[config.mk]
export PLATFORM = sky130hd
export DESIGN_NAME = pc_sequencer
export DESIGN_NICKNAME = d
export VERILOG_FILES = /design/src/rtl/cpu_pkg.sv /design/src/rtl/ras_stack.sv /design/src/rtl/sign_extend.sv /design/src/rtl/pc_sequencer.sv
export SDC_FILE = /design/constraint.sdc
export NUM_CORES = 1
export LEC_CHECK = 0
export CAP_MARGIN = 30
export CORE_MARGIN = 8
export CORE_UTILIZATION = 39
export CTS_CLUSTER_SIZE = 16
export DETAILED_ROUTE_END_ITERATION = 16
export PLACE_DENSITY = 0.67
export SLEW_MARGIN = 20
export SYNTH_ARGS = -nofsm -noshare
export SYNTH_HDL_FRONTEND = slang
export SYNTH_SLANG_ARGS = --single-unit
[constraint.sdc]
create_clock -name clk -period 5.85 [get_ports clk]
set_input_delay 1.17 -clock clk [delete_from_list [all_inputs] [get_ports clk]]
set_output_delay 1.17 -clock clk [all_outputs]
set_load 0.1 [all_outputs]
[src/rtl/cpu_pkg.sv]
// Shared fetch-stage constants and the redirect-source encoding for the PC mux.
package cpu_pkg;

    localparam int          PC_INCR        = 4;
    localparam int          B_OFFSET_MSB   = 23;
    localparam int          B_OFFSET_LSB   = 0;
    localparam int          B_OFFSET_SHIFT = 2;
    localparam logic [31:0] RESET_VECTOR   = 32'h0000_0000;
    localparam logic [31:0] IRQ_VECTOR     = 32'h0000_0018;

    typedef enum logic [1:0] {
        RD_SEQ,
        RD_BRANCH,
        RD_RET,
        RD_IRQ
    } redirect_t;

endpackage

[src/rtl/ras_stack.sv]
// Circular return-address stack: top pointer plus saturating count; a push
// while full overwrites the oldest entry and sets a sticky overflow flag.
module ras_stack #(
    parameter int RAS_DEPTH = 4,
    parameter int XLEN      = 32
) (
    input  logic            clk,
    input  logic            reset,
    input  logic            push,
    input  logic            pop,
    input  logic [XLEN-1:0] din,
    output logic [XLEN-1:0] top,
    output logic            empty,
    output logic            overflow
);

    localparam int PTR_W = $clog2(RAS_DEPTH);
    localparam int CNT_W = PTR_W + 1;
    localparam logic [CNT_W-1:0] FULL = CNT_W'(RAS_DEPTH);

    logic [XLEN-1:0]  mem_q [RAS_DEPTH];
    logic [XLEN-1:0]  mem_d [RAS_DEPTH];
    logic [PTR_W-1:0] ptr_q, ptr_d;
    logic [CNT_W-1:0] cnt_q, cnt_d;
    logic             ovf_q, ovf_d;

    always_comb begin
        mem_d = mem_q;
        ptr_d = ptr_q;
        cnt_d = cnt_q;
        ovf_d = ovf_q;
        if (push) begin
            // Pointer advances even when full, so the oldest slot is the one reused.
            ptr_d        = ptr_q + PTR_W'(1);
            mem_d[ptr_d] = din;
            if (cnt_q == FULL) begin
                ovf_d = 1'b1;
            end else begin
                cnt_d = cnt_q + CNT_W'(1);
            end
        end else if (pop && (cnt_q != '0)) begin
            ptr_d = ptr_q - PTR_W'(1);
            cnt_d = cnt_q - CNT_W'(1);
        end
    end

    always_ff @(posedge clk) begin
        mem_q <= mem_d;
        if (reset) begin
            ptr_q <= '0;
            cnt_q <= '0;
            ovf_q <= 1'b0;
        end else begin
            ptr_q <= ptr_d;
            cnt_q <= cnt_d;
            ovf_q <= ovf_d;
        end
    end

    assign top      = mem_q[ptr_q];
    assign empty    = (cnt_q == '0);
    assign overflow = ovf_q;

endmodule

[src/rtl/sign_extend.sv]
// Sign-extends an IN_W-bit field to OUT_W bits (OUT_W must exceed IN_W).
module sign_extend #(
    parameter int IN_W  = 24,
    parameter int OUT_W = 32
) (
    input  logic [IN_W-1:0]  din,
    output logic [OUT_W-1:0] dout
);

    assign dout = {{(OUT_W - IN_W){din[IN_W-1]}}, din};

endmodule

[src/rtl/pc_sequencer.sv]
// Registered fetch PC with stall, relative branch, branch-with-link, RAS-predicted
// return and interrupt redirect. Optional trace outputs under PC_SEQ_TRACE_EN.
module pc_sequencer #(
    parameter int              XLEN         = 32,
    parameter int              OFFSET_W     = cpu_pkg::B_OFFSET_MSB - cpu_pkg::B_OFFSET_LSB + 1,
    parameter int              OFFSET_SHIFT = cpu_pkg::B_OFFSET_SHIFT,
    parameter int              PC_INCR      = cpu_pkg::PC_INCR,
    parameter logic [XLEN-1:0] RESET_VECTOR = XLEN'(cpu_pkg::RESET_VECTOR),
    parameter logic [XLEN-1:0] IRQ_VECTOR   = XLEN'(cpu_pkg::IRQ_VECTOR),
    parameter int              RAS_DEPTH    = 4
) (
    input  logic            clk,
    input  logic            reset,
    input  logic            stall,
    input  logic [XLEN-1:0] inst,
    input  logic            branch,
    input  logic            link,
    input  logic            ret,
    input  logic [XLEN-1:0] ret_target,
    input  logic            irq_req,
    output logic [XLEN-1:0] pc_out,
    output logic [XLEN-1:0] pc_next,
    output logic            link_we,
    output logic [XLEN-1:0] link_addr,
    output logic [XLEN-1:0] epc,
    output logic            irq_ack,
    output logic            ras_empty,
`ifdef PC_SEQ_TRACE_EN
    output logic [31:0]     taken_cnt,
    output logic [XLEN-1:0] last_src,
`endif
    output logic            ras_overflow
);

    import cpu_pkg::*;

    logic [XLEN-1:0] pc_q, pc_d;
    logic [XLEN-1:0] epc_q, epc_d;
    logic [XLEN-1:0] link_addr_q, link_addr_d;
    logic            link_we_q, link_we_d;
    logic            irq_ack_q, irq_ack_d;
    logic [XLEN-1:0] seq, off_sext, tgt, ras_top;
    logic            ras_push, ras_pop;
    redirect_t       sel;

    sign_extend #(.IN_W(OFFSET_W), .OUT_W(XLEN)) u_sext (
        .din  (inst[OFFSET_W-1:0]),
        .dout (off_sext)
    );

    if (OFFSET_W < XLEN) begin : g_unused_inst
        logic unused_inst_hi;
        assign unused_inst_hi = ^inst[XLEN-1:OFFSET_W];
    end

    assign seq = pc_q + XLEN'(PC_INCR);
    assign tgt = seq + (off_sext << OFFSET_SHIFT);

    always_comb begin
        if (irq_req)     sel = RD_IRQ;
        else if (ret)    sel = RD_RET;
        else if (branch) sel = RD_BRANCH;
        else             sel = RD_SEQ;
    end

    always_comb begin
        unique case (sel)
            RD_IRQ:    pc_next = IRQ_VECTOR;
            RD_RET:    pc_next = ras_empty ? ret_target : ras_top;
            RD_BRANCH: pc_next = tgt;
            default:   pc_next = seq;
        endcase
    end

    // Stack only moves on a taken edge, and an interrupt suppresses both push and pop.
    assign ras_push = !stall && (sel == RD_BRANCH) && link;
    assign ras_pop  = !stall && (sel == RD_RET);

    ras_stack #(.RAS_DEPTH(RAS_DEPTH), .XLEN(XLEN)) u_ras (
        .clk      (clk),
        .reset    (reset),
        .push     (ras_push),
        .pop      (ras_pop),
        .din      (seq),
        .top      (ras_top),
        .empty    (ras_empty),
        .overflow (ras_overflow)
    );

    always_comb begin
        pc_d        = pc_q;
        epc_d       = epc_q;
        link_addr_d = link_addr_q;
        link_we_d   = 1'b0;
        irq_ack_d   = 1'b0;
        if (!stall) begin
            pc_d = pc_next;
            if (sel == RD_IRQ) begin
                epc_d     = pc_q;
                irq_ack_d = 1'b1;
            end
            if (ras_push) begin
                link_addr_d = seq;
                link_we_d   = 1'b1;
            end
        end
    end

    always_ff @(posedge clk) begin
        if (reset) begin
            pc_q        <= RESET_VECTOR;
            epc_q       <= '0;
            link_addr_q <= '0;
            link_we_q   <= 1'b0;
            irq_ack_q   <= 1'b0;
        end else begin
            pc_q        <= pc_d;
            epc_q       <= epc_d;
            link_addr_q <= link_addr_d;
            link_we_q   <= link_we_d;
            irq_ack_q   <= irq_ack_d;
        end
    end

    assign pc_out    = pc_q;
    assign epc       = epc_q;
    assign link_addr = link_addr_q;
    assign link_we   = link_we_q;
    assign irq_ack   = irq_ack_q;

`ifdef PC_SEQ_TRACE_EN
    logic [31:0]     taken_cnt_q, taken_cnt_d;
    logic [XLEN-1:0] last_src_q, last_src_d;

    always_comb begin
        taken_cnt_d = taken_cnt_q;
        last_src_d  = last_src_q;
        if (!stall && (pc_next != seq)) begin
            taken_cnt_d = taken_cnt_q + 32'd1;
            last_src_d  = pc_q;
        end
    end

    always_ff @(posedge clk) begin
        if (reset) begin
            taken_cnt_q <= '0;
            last_src_q  <= '0;
        end else begin
            taken_cnt_q <= taken_cnt_d;
            last_src_q  <= last_src_d;
        end
    end

    assign taken_cnt = taken_cnt_q;
    assign last_src  = last_src_q;
`endif

endmodule
==> results.sh, run 1 <==
export IMPL_setup_viol=0
export IMPL_drt_first_iter_violations=797
export IMPL_relSlewSlack=0.3071
export IMPL_tightest_slew_ps=1036
export IMPL_synth_avg_cell_area_um2=10.32
export IMPL_fin_crit_ps=5676
export IMPL_critPathKind="reg -> out"
export IMPL_via_per_inst=5.477
export IMPL_rr_worst_depth=12
export IMPL_placed_area_um2=14430
export IMPL_route_detailed_drc=0
export IMPL_area_growth_pct=33.54
export IMPL_synth_seq_cells=232
export IMPL_hold_depth=2
export IMPL_syn_nets=1242
export IMPL_hold_ws_ps=453.0
export IMPL_async_flop_share=0
export IMPL_nets=1454
export IMPL_cp_data_required_time_ps=4680
export IMPL_h_tree_depth=1
export IMPL_netlist_instances=1129
export IMPL_netlist_top_cells_count="nand2_1, edfxtp_1, a21oi_1"
export IMPL_synth_cell_type_count=74
export IMPL_clock_path_buffers=3
export IMPL_clock_root_buffer="clkbuf_16"
export IMPL_cts_tree="done"
export IMPL_antenna_found_initial=0
export IMPL_rows=63
export IMPL_drive_above_1_share=0.1747
export IMPL_grt_pass1_wl_um=57820
export IMPL_final_max_slew_viol_count=0
export IMPL_cts_num_sinks=232
export IMPL_period_share=0.9703
export IMPL_synth_area_leader_cell="edfxtp_1"
export IMPL_clock_latency_ps=540
export IMPL_final_setup_skew_ps=13.65
export IMPL_regArea_um2=5946
export IMPL_synth_seq_area_share=0.5085
export IMPL_grt_pass1_vias=9669
export IMPL_dr_pass1_iters=7
export IMPL_grtUsageTotal=0.2077
export IMPL_cp_start_kind="flop"
export IMPL_synth_edff_count=128
export IMPL_outcome="completed"
export IMPL_fillerInstances=2658
export IMPL_crit_fanout=7
export IMPL_yosysWarnings=0
export IMPL_hold_viol_final=0
export IMPL_diodes=0
export IMPL_irDropWorstVdd_mv=0.2569
export IMPL_final_cell_area_um2=15560
export IMPL_die_w_um=188.9
export IMPL_cts_made_buffers=27
export IMPL_netlist_area_um2=11650
export IMPL_start_util=0.3942
export IMPL_die_h_um=188.9
export IMPL_detail_route_antenna_nets=0
export IMPL_die_area_um2=35670
export IMPL_powerDensity_nw_per_um2=286.5
export IMPL_synth_top_area_frac=0.3298
export IMPL_io_pins=203
export IMPL_clk_pin_slew_ps=60
export IMPL_clock_fmax_mhz=176.2
export IMPL_yosysMostFrequentCell="nand2_1"
export IMPL_globalplace_congestion=0.9147
export IMPL_port_buffers=194
export IMPL_synth_main_ff_cell="edfxtp_1"
export IMPL_worstPathArrival_ps=4510
export IMPL_yosys_top_cells_area="edfxtp_1, dfxtp_1, mux4_2, nand2_1, a21oi_1"
export IMPL_leakage_nw=5.848
export IMPL_hpwlAfterDp_um=27730
export IMPL_vias=9595
export IMPL_final_util=0.5265
export IMPL_multi_input_area_um2=5484
export IMPL_cts_hold_buf=0
export IMPL_coreArea_um2=29560
export IMPL_wl_per_cell_um=21.81
export IMPL_maxCapViolations=0
export IMPL_worstHoldPathType="reg -> reg"
export IMPL_worstSetupEndpointType="output pin"
export IMPL_totalWireLength_um=38210
export IMPL_grt_max_degree=97
export IMPL_grt_overflow=0
[cell families (layout without fill, tap and decap cells)]
kind of cell	Yosys count	after routing	synth area share
AND/OR/NAND/NOR	401	401	0.1531
AO/OA/AOI/OAI	255	255	0.1398
flip-flops	232	232	0.5085
buffers and inverters	99	332	0.03726
XOR/XNOR	50	50	0.03758
multiplexers	50	50	0.07741
adder cells (fa/ha/maj)	42	42	0.04638
[layout make-up]
| type | instances | share of cell area |
|---|---|---|
| flip-flops and latches | 232 | 0.3821 |
| multi-input cells | 798 | 0.3524 |
| repair buffers | 251 | 0.1669 |
| clock buffers | 43 | 0.05395 |
| well taps | 390 | 0.03136 |
| inverters | 31 | 0.007477 |
| clock inverters | 7 | 0.005869 |
[registers in the layout, indices dropped and copies added (netlist names)]
register / count
epc: 32
irq_ack: 1
link_addr: 32
link_we: 1
pc_out: 32
u_ras.cnt_q: 3
u_ras.mem_q: 128
u_ras.overflow: 1
u_ras.ptr_q: 2
[final timing paths]
path         startpoint           to  slack [ps]
min reg2reg     epc[23]      epc[23]         450
max           pc_out[6]  pc_next[24]         170
max reg2reg  pc_out[16]   pc_out[29]        1760
min             epc[23]      epc[23]         450
[worst max-delay path: stages (launching register included)]
cell,delay [ps]
dfxtp_2,390
and4_4,280
and2_4,180
nand4_4,210
nor2_4,190
xor2_2,190
buf_6,180
ha_2,330
and2_1,190
a21o_1,160
or3b_1,390
o31ai_4,260
o21ai_1,130
a21oi_1,190
xnor2_1,90
a221o_2,420
buf_12,190
[routing by layer]
metal  vias to the layer above  GRT usage  share of wire
li1                       4494          -              -
met1                      4679     0.2614           0.41
met2                       371     0.3589           0.50
met3                        51    0.03458          0.065
met4                         0    0.06705          0.030
met5                         -          0              0
[layout by cell type (no fill, tap or decap), drive strengths merged, types with 5 or more instances in the layout]
cell type / Yosys / routed
dfxtp: 104 / 104
a31oi: 9 / 9
edfxtp: 128 / 128
inv: 30 / 31
clkbuf: 52 / 43
o21a: 9 / 9
and2: 9 / 9
nand2: 186 / 186
nand3: 22 / 22
nor3: 21 / 21
a211oi: 23 / 23
and3: 11 / 11
a21oi: 109 / 109
o21ai: 31 / 31
mux4: 32 / 32
mux2i: 17 / 17
nand2b: 9 / 9
clkdlybuf4s50: 0 / 161
xnor2: 29 / 29
a311oi: 8 / 8
buf: 15 / 90
xor2: 21 / 21
a21o: 19 / 19
o22ai: 5 / 5
or3: 5 / 5
nor2: 107 / 107
nand4: 11 / 11
ha: 40 / 40
or2: 7 / 7
[metrics by stage]
| stage | std cells | setup slack [ps] | power (mW) | TNS [ps] |
|---|---|---|---|---|
| 2_1_floorplan | 1129 | -216.4 | 2.431 | -216.4 |
| 3_5_place_dp | 1698 | 350.6 | 2.742 | 0 |
| 6_report | 1752 | 173.7 | 4.459 | 0 |
| 3_3_place_gp | 1696 | 343.0 | 2.735 | 0 |
| 4_1_cts | 1749 | 4.828 | 4.480 | 0 |
| 5_1_grt | 1752 | -12.38 | 4.609 | -12.38 |
[power by group]
part | switching, mW | total [mW] | internal (mW)
combinational | 0.644 | 0.943 | 0.298
clock | 0.670 | 1.74 | 1.07
sequential | 0.0326 | 1.78 | 1.75
[what timing repair did]
item                       in CTS  in global routing
pin swaps                       0                  4
buffers inserted                1                  2
resized for setup              13                 25
setup endpoints to repair       8                 10
(Power assumes the default switching activity.)
==> run 2: changes to the inputs <==
--- a/config.mk
+++ b/config.mk
@@ -11,4 +11,5 @@
 export CTS_CLUSTER_SIZE = 16
 export DETAILED_ROUTE_END_ITERATION = 16
+export HOLD_SLACK_MARGIN = 0.15
 export PLACE_DENSITY = 0.67
 export SLEW_MARGIN = 20
==> constraint.sdc (replaced) <==
create_clock -name clk -period 5.85 [get_ports clk]
set_input_delay 1.17 -clock clk [delete_from_list [all_inputs] [get_ports clk]]
set_output_delay 1.17 -clock clk [all_outputs]
set_load 0.005 [all_outputs]
==> results.sh, run 2 (same netlist as run 1, synthesis figures left out) <==
export IMPL_cts_made_buffers=26
export IMPL_hpwlAfterDp_um=28740
export IMPL_grt_util_met3=0.04893
export IMPL_irDropWorstVdd_mv=0.2277
export IMPL_powerDensity_nw_per_um2=260.0
export IMPL_clock_root_buffer="clkbuf_16"
export IMPL_dr_pass1_iters=6
export IMPL_die_area_um2=35670
export IMPL_fin_crit_ps=5740
export IMPL_layout_common_cells="clkdlybuf4s50_1, nand2_1, edfxtp_1"
export IMPL_grt_overflow=0
export IMPL_critPathKind="reg -> out"
export IMPL_area_growth_pct=35.62
export IMPL_worstPathArrival_ps=4570
export IMPL_largest_reg_flops=128
export IMPL_outcome="completed"
export IMPL_clock_latency_ps=540
export IMPL_hold_viol_final=0
export IMPL_clk_pin_slew_ps=60
export IMPL_io_pins=203
export IMPL_via_per_inst=5.501
export IMPL_grt_pass1_wl_um=59500
export IMPL_mostFrequentLayoutCell="clkdlybuf4s50_1"
export IMPL_start_util=0.3942
export IMPL_worstSetupEndpointType="output pin"
export IMPL_antenna_found_initial=1
export IMPL_vias=9912
export IMPL_grt_busiest_layer="met2"
export IMPL_power_mw=4.109
export IMPL_setup_viol=0
export IMPL_leakage_nw=6.050
export IMPL_cp_start_kind="flop"
export IMPL_tns_ps=0
export IMPL_globalplace_congestion=0.9398
export IMPL_grt_pass1_vias=9995
export IMPL_grt_max_degree=50
export IMPL_rsz0062_at_grt="true"
export IMPL_nets=1504
export IMPL_clock_fmax_mhz=174.2
export IMPL_cts_tree="done"
export IMPL_die_w_um=188.9
export IMPL_tightest_slew_ps=823.2
export IMPL_h_tree_depth=1
export IMPL_hold_ws_ps=452.1
export IMPL_gr_usage_met1=0.2563
export IMPL_detail_route_antenna_nets=0
export IMPL_crit_fanout=7
export IMPL_rows=63
export IMPL_totalWireLength_um=39700
export IMPL_cp_data_required_time_ps=4680
export IMPL_fillerInstances=2600
export IMPL_drive_above_1_share=0.1878
export IMPL_drt_first_iter_violations=707
export IMPL_cts_num_sinks=232
export IMPL_period_share=0.9811
export IMPL_port_buffers=194
export IMPL_regMostFlops="u_ras.mem_q"
export IMPL_grtUsageTotal=0.2143
export IMPL_route_detailed_drc=0
export IMPL_maxCapViolations=0
export IMPL_relSlewSlack=0.4506
export IMPL_use_met2=0.3654
export IMPL_final_setup_skew_ps=16.81
export IMPL_die_h_um=188.9
export IMPL_worstHoldPathType="reg -> reg"
export IMPL_wl_per_cell_um=22.03
export IMPL_coreArea_um2=29560
export IMPL_clock_path_buffers=3
export IMPL_final_max_slew_viol_count=0
export IMPL_cts_hold_buf=0
[run 2: cell types whose count changed in the layout (fill, tap and decap cells not counted), sizes merged]
cell           before  now
diode               0    1
clkbuf             43   40
bufinv              2    1
clkinv              4    7
dlymetal6s2s        0    5
clkinvlp            1    0
clkdlybuf4s50     161  188
buf                90  109
[run 2: path summary, 6_finish.rpt]
check | startpoint | to | slack (ps) | depth (start not counted)
setup / recovery | pc_out[5] | pc_next[31] | 110 | 17
hold / removal | epc[5] | epc[5] | 450 | 2
setup reg to reg | pc_out[5] | pc_out[24] | 1710 | 17
hold reg to reg | epc[5] | epc[5] | 450 | 2
[run 2: power breakdown]
group	internal [mW]	total, mW	leakage (nW)	switching [mW]
Combinational	0.300	0.639	3.56	0.339
Clock	1.02	1.69	0.452	0.673
Sequential	1.75	1.78	2.04	0.0313
Total	3.07	4.11	6.05	1.04
[run 2: area by class of cell]
class	count	area, µm²	area share
Inverter	31	116.4	0.007362
Clock inverter	8	72.57	0.004592
Sequential cell	232	5938	0.3757
Multi-Input combinational cell	798	5584	0.3533
Antenna cell	1	2.502	0.0001583
Clock buffer	40	828.3	0.05241
Timing Repair Buffer	302	2775	0.1756
Tap cell	390	488.0	0.03087
[run 2: per-stage QoR]
| stage | instances | setup WS, ps | util | cell area (µm²) |
|---|---|---|---|---|
| 3_3_place_gp | 1736 | 127.2 | 0.4893 | 14460 |
| 2_1_floorplan | 1129 | 1099 | - | 11650 |
| 5_1_grt | 1802 | -106.9 | 0.5347 | 15810 |
| 3_5_place_dp | 1736 | 136.2 | 0.4893 | 14460 |
| 4_1_cts | 1787 | 0.6195 | 0.5242 | 15500 |
| 6_report | 1802 | 110.3 | 0.5347 | 15810 |
[run 2: layer usage]
| metal | share of wire | vias to the layer above |
|---|---|---|
| li1 | - | 4595 |
| met1 | 0.39 | 4818 |
| met2 | 0.49 | 405 |
| met3 | 0.078 | 92 |
| met4 | 0.045 | 2 |
| met5 | 0.00058 | - |
[run 2: what timing repair did]
action | 4_1_cts | 5_1_grt
pin swaps | 3 | 12
resized for setup | 28 | 45
buffers inserted | 3 | 14
endpoints found under the setup margin | 9 | 12
[run 2: worst max-delay path, cell delays in order, from the launching register on]
cell             delay, ps
dfxtp_1                340
and4_4                 260
and2_4                 190
nand4_4                230
nand2b_1               260
xnor2_2                240
ha_1                   350
nand2_1                160
nor3_1                  60
a211o_1                280
a41oi_1                200
o21ai_2                130
a221oi_2               290
buf_4                  160
a21boi_0               180
nor2_1                  80
nand2_2                100
clkdlybuf4s50_1        520
==> run 3: changes to the inputs <==
Settings changed: CELL_PAD_IN_SITES_DETAIL_PLACEMENT set to 1, CELL_PAD_IN_SITES_GLOBAL_PLACEMENT set to 1, PLACE_DENSITY 0.67 to 0.81, TNS_END_PERCENT set to 1.
==> results.sh, run 3 (same netlist as run 1, synthesis figures left out) <==
export IMPL_dr_pass1_iters=5
export IMPL_period_share=1.002
export IMPL_fillerInstances=3195
export IMPL_cp_slowest_cell="clkdlybuf4s50_1"
export IMPL_violations="negative setup slack"
export IMPL_tightest_slew_ps=781.2
export IMPL_crit_fanout=3
export IMPL_port_buffers=194
export IMPL_cts_hold_buf=0
export IMPL_cts_made_buffers=26
export IMPL_coreArea_um2=29560
export IMPL_drt_first_iter_violations=576
export IMPL_h_tree_depth=1
export IMPL_maxCapViolations=0
export IMPL_grt_overflow=0
export IMPL_die_area_um2=35670
export IMPL_reg2reg_slack_ps=1610
export IMPL_setup_viol=1
export IMPL_wl_per_cell_um=24.25
export IMPL_rows=63
export IMPL_cts_num_sinks=232
export IMPL_nets=1504
export IMPL_drive_above_1_share=0.1780
export IMPL_clock_latency_ps=540
export IMPL_regMostFlops="u_ras.mem_q"
export IMPL_crit_path_max_incr_delay_ps=600
export IMPL_start_util=0.3942
export IMPL_critPathMostFrequentCell="clkdlybuf4s50_1"
export IMPL_hold_viol_final=0
export IMPL_grt_max_degree=50
export IMPL_largest_reg_flops=128
export IMPL_final_setup_skew_ps=10.44
export IMPL_worstSetupEndpointType="output pin"
export IMPL_powerDensity_nw_per_um2=261.7
export IMPL_grt_pass1_wl_um=65520
export IMPL_cp_start_kind="input port"
export IMPL_multi_input_area_um2=5547
export IMPL_via_per_inst=5.653
export IMPL_totalWireLength_um=43650
export IMPL_relSlewSlack=0.4792
export IMPL_irDropWorstVdd_mv=0.2279
export IMPL_globalplace_congestion=0.8994
export IMPL_critPathKind="in -> out"
export IMPL_holdCritStartpoint="epc[4]"
export IMPL_leakage_nw=5.964
export IMPL_clock_path_buffers=3
export IMPL_cts_tree="done"
export IMPL_worstPathArrival_ps=4690
export IMPL_outcome="complete, but fails checks"
export IMPL_hpwlAfterDp_um=31540
export IMPL_io_pins=203
export IMPL_rr_worst_depth=18
export IMPL_fin_crit_ps=5864
export IMPL_antenna_found_initial=0
export IMPL_detail_route_antenna_nets=0
export IMPL_final_max_slew_viol_count=0
export IMPL_fin_ws_ps=-14.33
export IMPL_layout_common_cells="clkdlybuf4s50_1, nand2_1, edfxtp_1"
export IMPL_diodes=0
export IMPL_die_w_um=188.9
export IMPL_dp_cells=1748
export IMPL_worstHoldPathType="reg -> reg"
export IMPL_r2r_start="pc_out[7]"
export IMPL_area_growth_pct=34.99
export IMPL_clk_pin_slew_ps=60
export IMPL_vias=10180
export IMPL_hold_path_end="epc[4]"
export IMPL_regArea_um2=5928
export IMPL_grtUsageTotal=0.2369
export IMPL_route_detailed_drc=0
export IMPL_hold_depth=2
export IMPL_grt_pass1_vias=10790
export IMPL_place_ws_ps=41.58
export IMPL_stdcell_count=1800
export IMPL_clock_fmax_mhz=170.5
export IMPL_clock_root_buffer="clkbuf_16"
export IMPL_cp_data_required_time_ps=4680
export IMPL_path_cells="clkdlybuf4s50_1 > ha_1 > inv_1 > fa_1 > nor2b_4 > o31a_1 > o31a_2 > or3_4 > a21o_1 > a21oi_2 > xor2_1 > o221ai_2 > clkdlybuf4s50_1"
export IMPL_mostFrequentLayoutCell="clkdlybuf4s50_1"
export IMPL_rsz0062_at_grt="true"
export IMPL_r2r_end="pc_out[24]"
export IMPL_die_h_um=188.9
-- run 3: how the worst max path moves through the flow --
stage                     startpoint           to  slack (ps)  depth (start not counted)
after floorplan            pc_out[4]  pc_next[31]        1100                         16
after global placement       inst[0]  pc_next[16]          90                         13
after detailed placement     inst[0]  pc_next[16]          40                         13
after CTS                  pc_out[7]  pc_next[30]         -80                         17
after global routing       pc_out[7]  pc_next[31]        -100                         19
final                        inst[0]  pc_next[16]         -10                         13
-- run 3: metal layers --
layer	track usage	vias to the layer above	wire length (µm)	share of wire
li1	-	4583	-	-
met1	0.2764	5080	17260	0.40
met2	0.4126	405	21380	0.49
met3	0.04378	107	2589	0.059
met4	0.1182	0	2421	0.055
met5	0	-	0	0
-- run 3: cell type report --
| class | count | share of cell area |
|---|---|---|
| Inverter | 31 | 0.007397 |
| Timing Repair Buffer | 302 | 0.1771 |
| Tap cell | 390 | 0.03102 |
| Multi-Input combinational cell | 798 | 0.3526 |
| Sequential cell | 232 | 0.3768 |
| Clock buffer | 37 | 0.04685 |
| Clock inverter | 10 | 0.008192 |
-- run 3: critical path, delay by kind of cell --
kind	cells	cell delay (ps)
adder cells (fa/ha/maj)	2	480
XOR/XNOR	1	90
AO/OA/AOI/OAI	5	1390
AND/OR/NAND/NOR	2	470
buffers and inverters	3	1080
-- run 3: report_power, final --
part | internal [mW] | total (mW) | leakage [nW] | switching [mW]
clock network | 1.01 | 1.67 | 0.420 | 0.669
registers | 1.75 | 1.78 | 2.04 | 0.0304
logic | 0.306 | 0.665 | 3.50 | 0.359
-- run 3: timing repair --
action,4_1_cts,5_1_grt
endpoints found under the setup margin,11,12
resized for setup,34,28
buffers inserted,2,3
pin swaps,7,4
-- run 3: stage by stage --
step	setup TNS (ps)	power (mW)	hold WS [ps]	util	instance area, µm²
6_report	-14.33	4.116	453.6	0.5322	15730
5_1_grt	-482.8	4.241	478.3	0.5322	15730
4_1_cts	-113.0	4.112	459.2	0.5275	15590
3_5_place_dp	0	2.440	450.1	0.4928	14570
3_3_place_gp	0	2.418	442.5	0.4921	14550
2_1_floorplan	0	2.110	452.7	-	11650
